**src/rtl/cpack_ts_sync_fifo.sv**
```systemverilog
// Sync-aligned FWFT FIFO between the timestamping channel packer and the DMA AXI-Stream slave.
// Optional build macro CPACK_TS_FIFO_DROP_COUNT_EN adds a saturating drop_count output.
module cpack_ts_sync_fifo #(
    parameter int DATA_WIDTH = 128,
    parameter int ADDR_WIDTH = 4
) (
    input  logic                  clk,
    input  logic                  reset,
    input  logic                  capture_en,
    input  logic                  fifo_wr_en,
    input  logic                  fifo_wr_sync,
    input  logic [DATA_WIDTH-1:0] fifo_wr_data,
    output logic                  fifo_wr_overflow,
    output logic                  m_axis_valid,
    input  logic                  m_axis_ready,
    output logic [DATA_WIDTH-1:0] m_axis_data,
    output logic                  m_axis_user,
    output logic [ADDR_WIDTH:0]   level,
`ifdef CPACK_TS_FIFO_DROP_COUNT_EN
    output logic [31:0]           drop_count,
`endif
    output logic [1:0]            state_dbg
);

    localparam int DEPTH = 2 ** ADDR_WIDTH;
    localparam logic [ADDR_WIDTH:0] DEPTH_W = (ADDR_WIDTH + 1)'(DEPTH);

    typedef enum logic [1:0] {
        ST_IDLE      = 2'd0,
        ST_WAIT_SYNC = 2'd1,
        ST_STREAM    = 2'd2,
        ST_DROP      = 2'd3
    } state_t;

    // m_axis handshake: a word transfers on any cycle with valid && ready;
    // valid never depends on ready, and head data/user hold while valid && !ready.

    state_t                state_q;
    logic [ADDR_WIDTH:0]   wr_ptr_q, wr_ptr_d;
    logic [ADDR_WIDTH:0]   rd_ptr_q, rd_ptr_d;
    logic                  overflow_q;
    logic [DATA_WIDTH:0]   mem_q [DEPTH];

    logic [ADDR_WIDTH:0]   count;
    logic                  empty, full, pop, space;
    logic                  permit, accept, discard, flush;
    logic [DATA_WIDTH:0]   head;

    assign count = wr_ptr_q - rd_ptr_q;
    assign empty = (count == '0);
    assign full  = (count == DEPTH_W);
    assign pop   = !empty && m_axis_ready;
    assign space = !full || pop;

    always_comb begin
        permit = 1'b0;
        case (state_q)
            ST_IDLE:      permit = 1'b0;
            ST_WAIT_SYNC: permit = fifo_wr_sync;
            ST_STREAM:    permit = 1'b1;
            ST_DROP:      permit = fifo_wr_sync;
            default:      permit = 1'b0;
        endcase
    end

    assign accept  = fifo_wr_en && permit && space;
    assign discard = fifo_wr_en && !accept;
    // Leaving for IDLE flushes on the same edge so valid drops one cycle after capture_en falls.
    assign flush   = (state_q == ST_IDLE) || !capture_en;

    assign wr_ptr_d = wr_ptr_q + {{ADDR_WIDTH{1'b0}}, accept};
    assign rd_ptr_d = flush ? wr_ptr_d : rd_ptr_q + {{ADDR_WIDTH{1'b0}}, pop};

    always_ff @(posedge clk) begin
        if (reset) begin
            state_q    <= ST_IDLE;
            wr_ptr_q   <= '0;
            rd_ptr_q   <= '0;
            overflow_q <= 1'b0;
        end else begin
            wr_ptr_q   <= wr_ptr_d;
            rd_ptr_q   <= rd_ptr_d;
            overflow_q <= (state_q == ST_STREAM) && discard;
            if (!capture_en && state_q != ST_IDLE) begin
                state_q <= ST_IDLE;
            end else begin
                case (state_q)
                    ST_IDLE:      if (capture_en) state_q <= ST_WAIT_SYNC;
                    ST_WAIT_SYNC: if (accept) state_q <= ST_STREAM;
                    ST_STREAM:    if (discard) state_q <= ST_DROP;
                    ST_DROP:      if (accept) state_q <= ST_STREAM;
                    default:      state_q <= ST_IDLE;
                endcase
            end
        end
    end

    always_ff @(posedge clk) begin
        if (accept) begin
            mem_q[wr_ptr_q[ADDR_WIDTH-1:0]] <= {fifo_wr_sync, fifo_wr_data};
        end
    end

    assign head             = mem_q[rd_ptr_q[ADDR_WIDTH-1:0]];
    assign m_axis_valid     = !empty;
    assign m_axis_data      = head[DATA_WIDTH-1:0];
    assign m_axis_user      = !empty && head[DATA_WIDTH];
    assign level            = count;
    assign fifo_wr_overflow = overflow_q;
    assign state_dbg        = state_q;

`ifdef CPACK_TS_FIFO_DROP_COUNT_EN
    logic [31:0] drop_cnt_q;

    // Only losses after capture has locked onto a sync word are counted.
    always_ff @(posedge clk) begin
        if (reset || (state_q == ST_IDLE && capture_en)) begin
            drop_cnt_q <= '0;
        end else if (discard && (state_q == ST_STREAM || state_q == ST_DROP)
                     && drop_cnt_q != 32'hFFFF_FFFF) begin
            drop_cnt_q <= drop_cnt_q + 32'd1;
        end
    end

    assign drop_count = drop_cnt_q;
`endif

endmodule

```
**config.mk**
```make
export PLATFORM = sky130hd
export DESIGN_NAME = cpack_ts_sync_fifo
export DESIGN_NICKNAME = d
export VERILOG_FILES = /design/src/rtl/cpack_ts_sync_fifo.sv
export SDC_FILE = /design/constraint.sdc
export NUM_CORES = 1
export LEC_CHECK = 0
export CORE_MARGIN = 3
export CORE_UTILIZATION = 57
export CTS_CLUSTER_DIAMETER = 200
export CTS_CLUSTER_SIZE = 16
export DETAILED_ROUTE_END_ITERATION = 12
export PLACE_DENSITY = 0.75
export SLEW_MARGIN = 10
export SYNTH_ARGS = -nofsm -noshare
export SYNTH_HDL_FRONTEND = slang
export SYNTH_SLANG_ARGS = --single-unit
```
**constraint.sdc**
```tcl
create_clock -name clk -period 21 [get_ports clk]
set_input_delay 3.15 -clock clk [delete_from_list [all_inputs] [get_ports clk]]
set_output_delay 3.15 -clock clk [all_outputs]
set_load 0.05 [all_outputs]
```
## Yosys cells after proc, flatten, opt, wreduce, memory -nomap -nowiden

Memory sizes are Yosys's and may differ from the RTL's. A register that Yosys moved wholly into a read port is not among the register bits.
Index checks and enable logic that the tools add are counted.

- Reduce and logical (&&, ||, !) cells: 19
- $add $sub $neg: 3
- Equality and inequality tests: 7
- Multiplexer cells: 9

Operator list:

| cell | number |
|---|---|
| $add 5x1->5 | 2 |
| $logic_and 1x1->1 | 7 |
| $mux 2 | 3 |
| $pmux 2 s3 | 1 |
| $eq 5x5->1 const B | 1 |
| $logic_not 5->1 | 1 |
| $mux 5 | 1 |
| $sub 5x5->5 | 1 |
| $eq 2x2->1 const B | 2 |
| $logic_not 1->1 | 4 |
| $mux 4 | 1 |
| $ne 2x2->1 const B | 2 |
| $reduce_or 2->1 | 2 |
| $pmux 1 s3 | 1 |
| $reduce_and 3->1 | 1 |
| $eq 2x1->1 const B | 1 |
| $logic_not 2->1 | 1 |
| $logic_or 1x1->1 | 2 |
| $mux 1 | 2 |
| $ne 2x1->1 const B | 1 |
| $reduce_bool 2->1 | 1 |

- Memories: 1
- Bits in registers: 13
- Memory bits (writable): 2064
- Logic and storage cells: 43
- Bits of input ports: 134

Memory list:

| name | depth | width | rd ports | clocked after Yosys merged registers in | write ports | line | source |
|---|---|---|---|---|---|---|---|
| mem_q | 16 | 129 | 1 | 1 | 1 | 42 | `logic [DATA_WIDTH:0] mem_q [DEPTH];` |

## Longest topological paths before layout

- Depth in word-level cells: 10
- Mapped depth: 16

## Worst setup path after synthesis

No wires, ideal clock.

- Path kind: input-to-reg
- From: in fifo_wr_sync
- To: mem mem_q[14][0] (netlist name), enable pin
- Data arrival time: 15746 ps
- Setup slack: 4322 ps
- Buffers on the path: 0
- Stages: 4
- Required time: 20068 ps
- Path through: nand2_1 > nand2_1 > nand3_1 > nor4_1

- Longest elaborated chain between the ends: 5

RTL lines:

| element | line | source |
|---|---|---|
| from (decl) | 11 | `input logic fifo_wr_sync,` |
| $pmux 1 s3 | 57 | `case (state_q)` |
| $logic_and 1x1->1 (2 in series) | 66 | `assign accept = fifo_wr_en && permit && space;` |
| $mux 1 | 99 | `if (accept) begin` |
| $mux 1 (implied by the code) | 100 | `mem_q[wr_ptr_q[ADDR_WIDTH-1:0]] <= {fifo_wr_sync, fifo_wr_data};` |
| to (decl) | 42 |  |

Every way passes these cells.

==> impl_metrics.toml <==
[status]
outcome = "completed"

[clock_network]
tritoncts = "built"
clk_latency_ns = 0.79
post_cts_resized = 0
postCtsSetupRepairBufs = 0
clock_sinks = 2077
ctsHoldBuffers = 0
numCtsBuffers = 147
h-tree-depth = 4
clockRootBuffer = "clkbuf_16"
clkSlewWorstSetupHoldPaths_ns = 0.07
cts_buffer_depth = 3

[finish]
fin_nets = 3448
fill_cells = 8474
most-common-layout-cells = "2064 x edfxtp_1, 644 x mux4_2, 271 x clkdlybuf4s50_1, 153 x clkbuf_16, 48 x buf_4"
drive_gt1_frac = 0.268
syn_to_final_growth_pct = 11.3
layout_commonest_cell = "edfxtp_1"
finish.instance_area_um2 = 87100

[drt]
drc = 0
postRouteAntennaNets = 0
routedWlPerCell_um = 33.2
vias_per_cell = 6.61
routed_wirelength_um = 170000
drtIter0Drc = 4109
vias = 33900
first_pass_iters = 6

[setup_path]
path_cells = "buf_4, buf_4, buf_4, mux4_2, mux4_2, clkdlybuf4s50_1"
crit_fanout = 76
path_common_cell = "buf_4"
cp_top_family = "buffers and inverters"
worst_setup_path_start_kind = "flop"
worstReg2RegStart = "rd_ptr_q[2]$_SDFF_PP0_"
cp.required_ns = 17.85
slowest_stage = "buf_4"
path_buf_inv = 4
critPathKind = "reg2out"
cp_slowest_stage_delay_ns = 0.96
critPathLaunch = "rd_ptr_q[1]$_SDFF_PP0_"
arrival_ns = 6.34
end_kind = "primary output"

[job]
max-cap-violations = 0

[global_routing]
antenna_found_initial = 32
grt_pass1_wl_um = 248000
grt_pass1_vias = 35600
grt-ovfl-total = 0
grt_max_degree = 113
gr-usage-all-layers = 0.246

[yosys]
syn_inst = 2974
ys.flop_type = "edfxtp_1"
yosysWarnings = 0
netlist_area_um2 = 78200
ys_ff_latch = 2077
synth-edff-count = 2064
synth_async_sr_flop_share = 0
syn_nets = 3117
synthTopCellsByArea = "edfxtp_1 79%, mux4_2 19%, buf_6 0.40%"
ys_seq_area_frac = 0.796
yosysTopAreaCell = "edfxtp_1"
synth_top_area_share = 0.792
synth_area_per_cell_um2 = 26.3
yosys.cell_types.count = 34

[timing]
fmax_mhz = 105
layout_worst_path_cycle_share = 0.452
period_needed_ns = 9.49
relSlewSlack = 0.224
setup_viol = 0
tns_ns = 0
worstMarginPinSlew_ns = 1.16
drv_slew = 0
rsz0062_at_grt = "false"
finClkSkew_ns = 0.0180
finalHoldViolCount = 0

[placement]
place_area_um2 = 83100
portBuffers = 271
hpwl_um = 83400
globalplace.congestion = 0.753

[floorplanning]
die_h_um = 376
start_util = 0.576
die_w_um = 376
num_rows = 135
ios = 272
core_area_um2 = 136000
dieArea_um2 = 142000

[power_and_ir_drop]
cellPowerDensity_nw_per_um2 = 87.9
ir_drop_uv = 61.5
power_leakage_nw = 25.8
p_int_mw = 6.08
p_sw_mw = 1.58
p_sw_frac = 0.206
p_comb_frac = 0.067
pwr-share-clk = 0.336
seqPwrFrac = 0.597

[hold_path]
hold_class = "reg2reg"
worst_hold_startpoint = "state_dbg[1]$_SDFFE_PP0P_"
[state kept, by name, indices dropped and copies added, names as in the netlist]
| name | flops |
|---|---|
| rd_ptr_q | 5 |
| state_dbg | 2 |
| fifo_wr_overflow | 1 |
| wr_ptr_q | 5 |
| mem_q | 2064 |
[power groups by stage]
stage	Combinational, mW	Clock (mW)	Sequential [mW]
2_1_floorplan	0.340	0	4.66
3_3_place_gp	0.501	0	4.66
3_5_place_dp	0.516	0	4.66
4_1_cts	0.518	2.63	4.57
5_1_grt	0.541	2.78	4.57
6_report	0.511	2.57	4.57
[path summary, 6_finish.rpt]
check,slack (ns),depth (start not counted),to
max reg2reg,15.40,10,mem_q[11][91]$_DFFE_PP_
min,0.53,2,state_dbg[1]$_SDFFE_PP0P_
min reg2reg,0.53,2,state_dbg[1]$_SDFFE_PP0P_
max,11.51,6,m_axis_data[19]
[area by class of cell]
class	instances	area (µm²)	share of cell area
clock inverter	10	125	0.00144
clock buffer	159	3850	0.0442
timing repair buffer	332	3330	0.0383
sequential	2077	62300	0.715
antenna	18	45.0	0.000517
inverter	10	45.0	0.000517
tap	1781	2230	0.0256
multi-input combinational	737	15200	0.175
[cells in the mapped netlist (all sizes together) (4+ instances only)]
master / n
buf: 81
clkbuf: 69
dfxtp: 13
edfxtp: 2064
ha: 8
inv: 10
mux4: 644
nand2: 12
nand3: 7
nor2: 9
nor2b: 4
nor3: 12
nor4: 5
o21ai: 4
o22a: 4
xnor2: 6
xor2: 4
[routing by layer]
layer,GRT usage,part of all wire,up-vias
met5,0,0.0012,-
met4,0.0679,0.021,30
met3,0.0574,0.086,240
met2,0.399,0.51,1604
met1,0.345,0.38,18400
li1,-,-,13600
[logic make-up after synthesis]
logic type / after synthesis / share of synthesized area
flops: 2077 / 0.796
buf+inv: 160 / 0.0109
compound gates: 13 / 0.00112
fa+ha+maj: 9 / 0.00154
xor+xnor: 10 / 0.00112
simple gates: 60 / 0.00411
mux: 645 / 0.186
[per-stage QoR]
stage | hold WS [ns] | setup WS [ns] | power, mW | instances | util
2_1_floorplan | 0.541 | 4.32 | 5.00 | 2974 | -
3_3_place_gp | 0.472 | 12.57 | 5.16 | 4937 | 0.612
3_5_place_dp | 0.511 | 12.32 | 5.18 | 4937 | 0.612
4_1_cts | 0.527 | 11.45 | 7.72 | 5106 | 0.641
5_1_grt | 0.534 | 11.25 | 7.89 | 5114 | 0.641
6_report | 0.532 | 11.51 | 7.66 | 5124 | 0.641
[worst register-to-register path: cells and delay by family, from the launching register on]
kind | cells | cell delay (ns)
buf+inv | 4 | 3.17
simple gates | 2 | 0.51
flops | 1 | 0.41
xor+xnor | 1 | 0.39
fa+ha+maj | 1 | 0.45
compound gates | 2 | 0.27
Note: power is estimated with default switching activity, not from simulation.
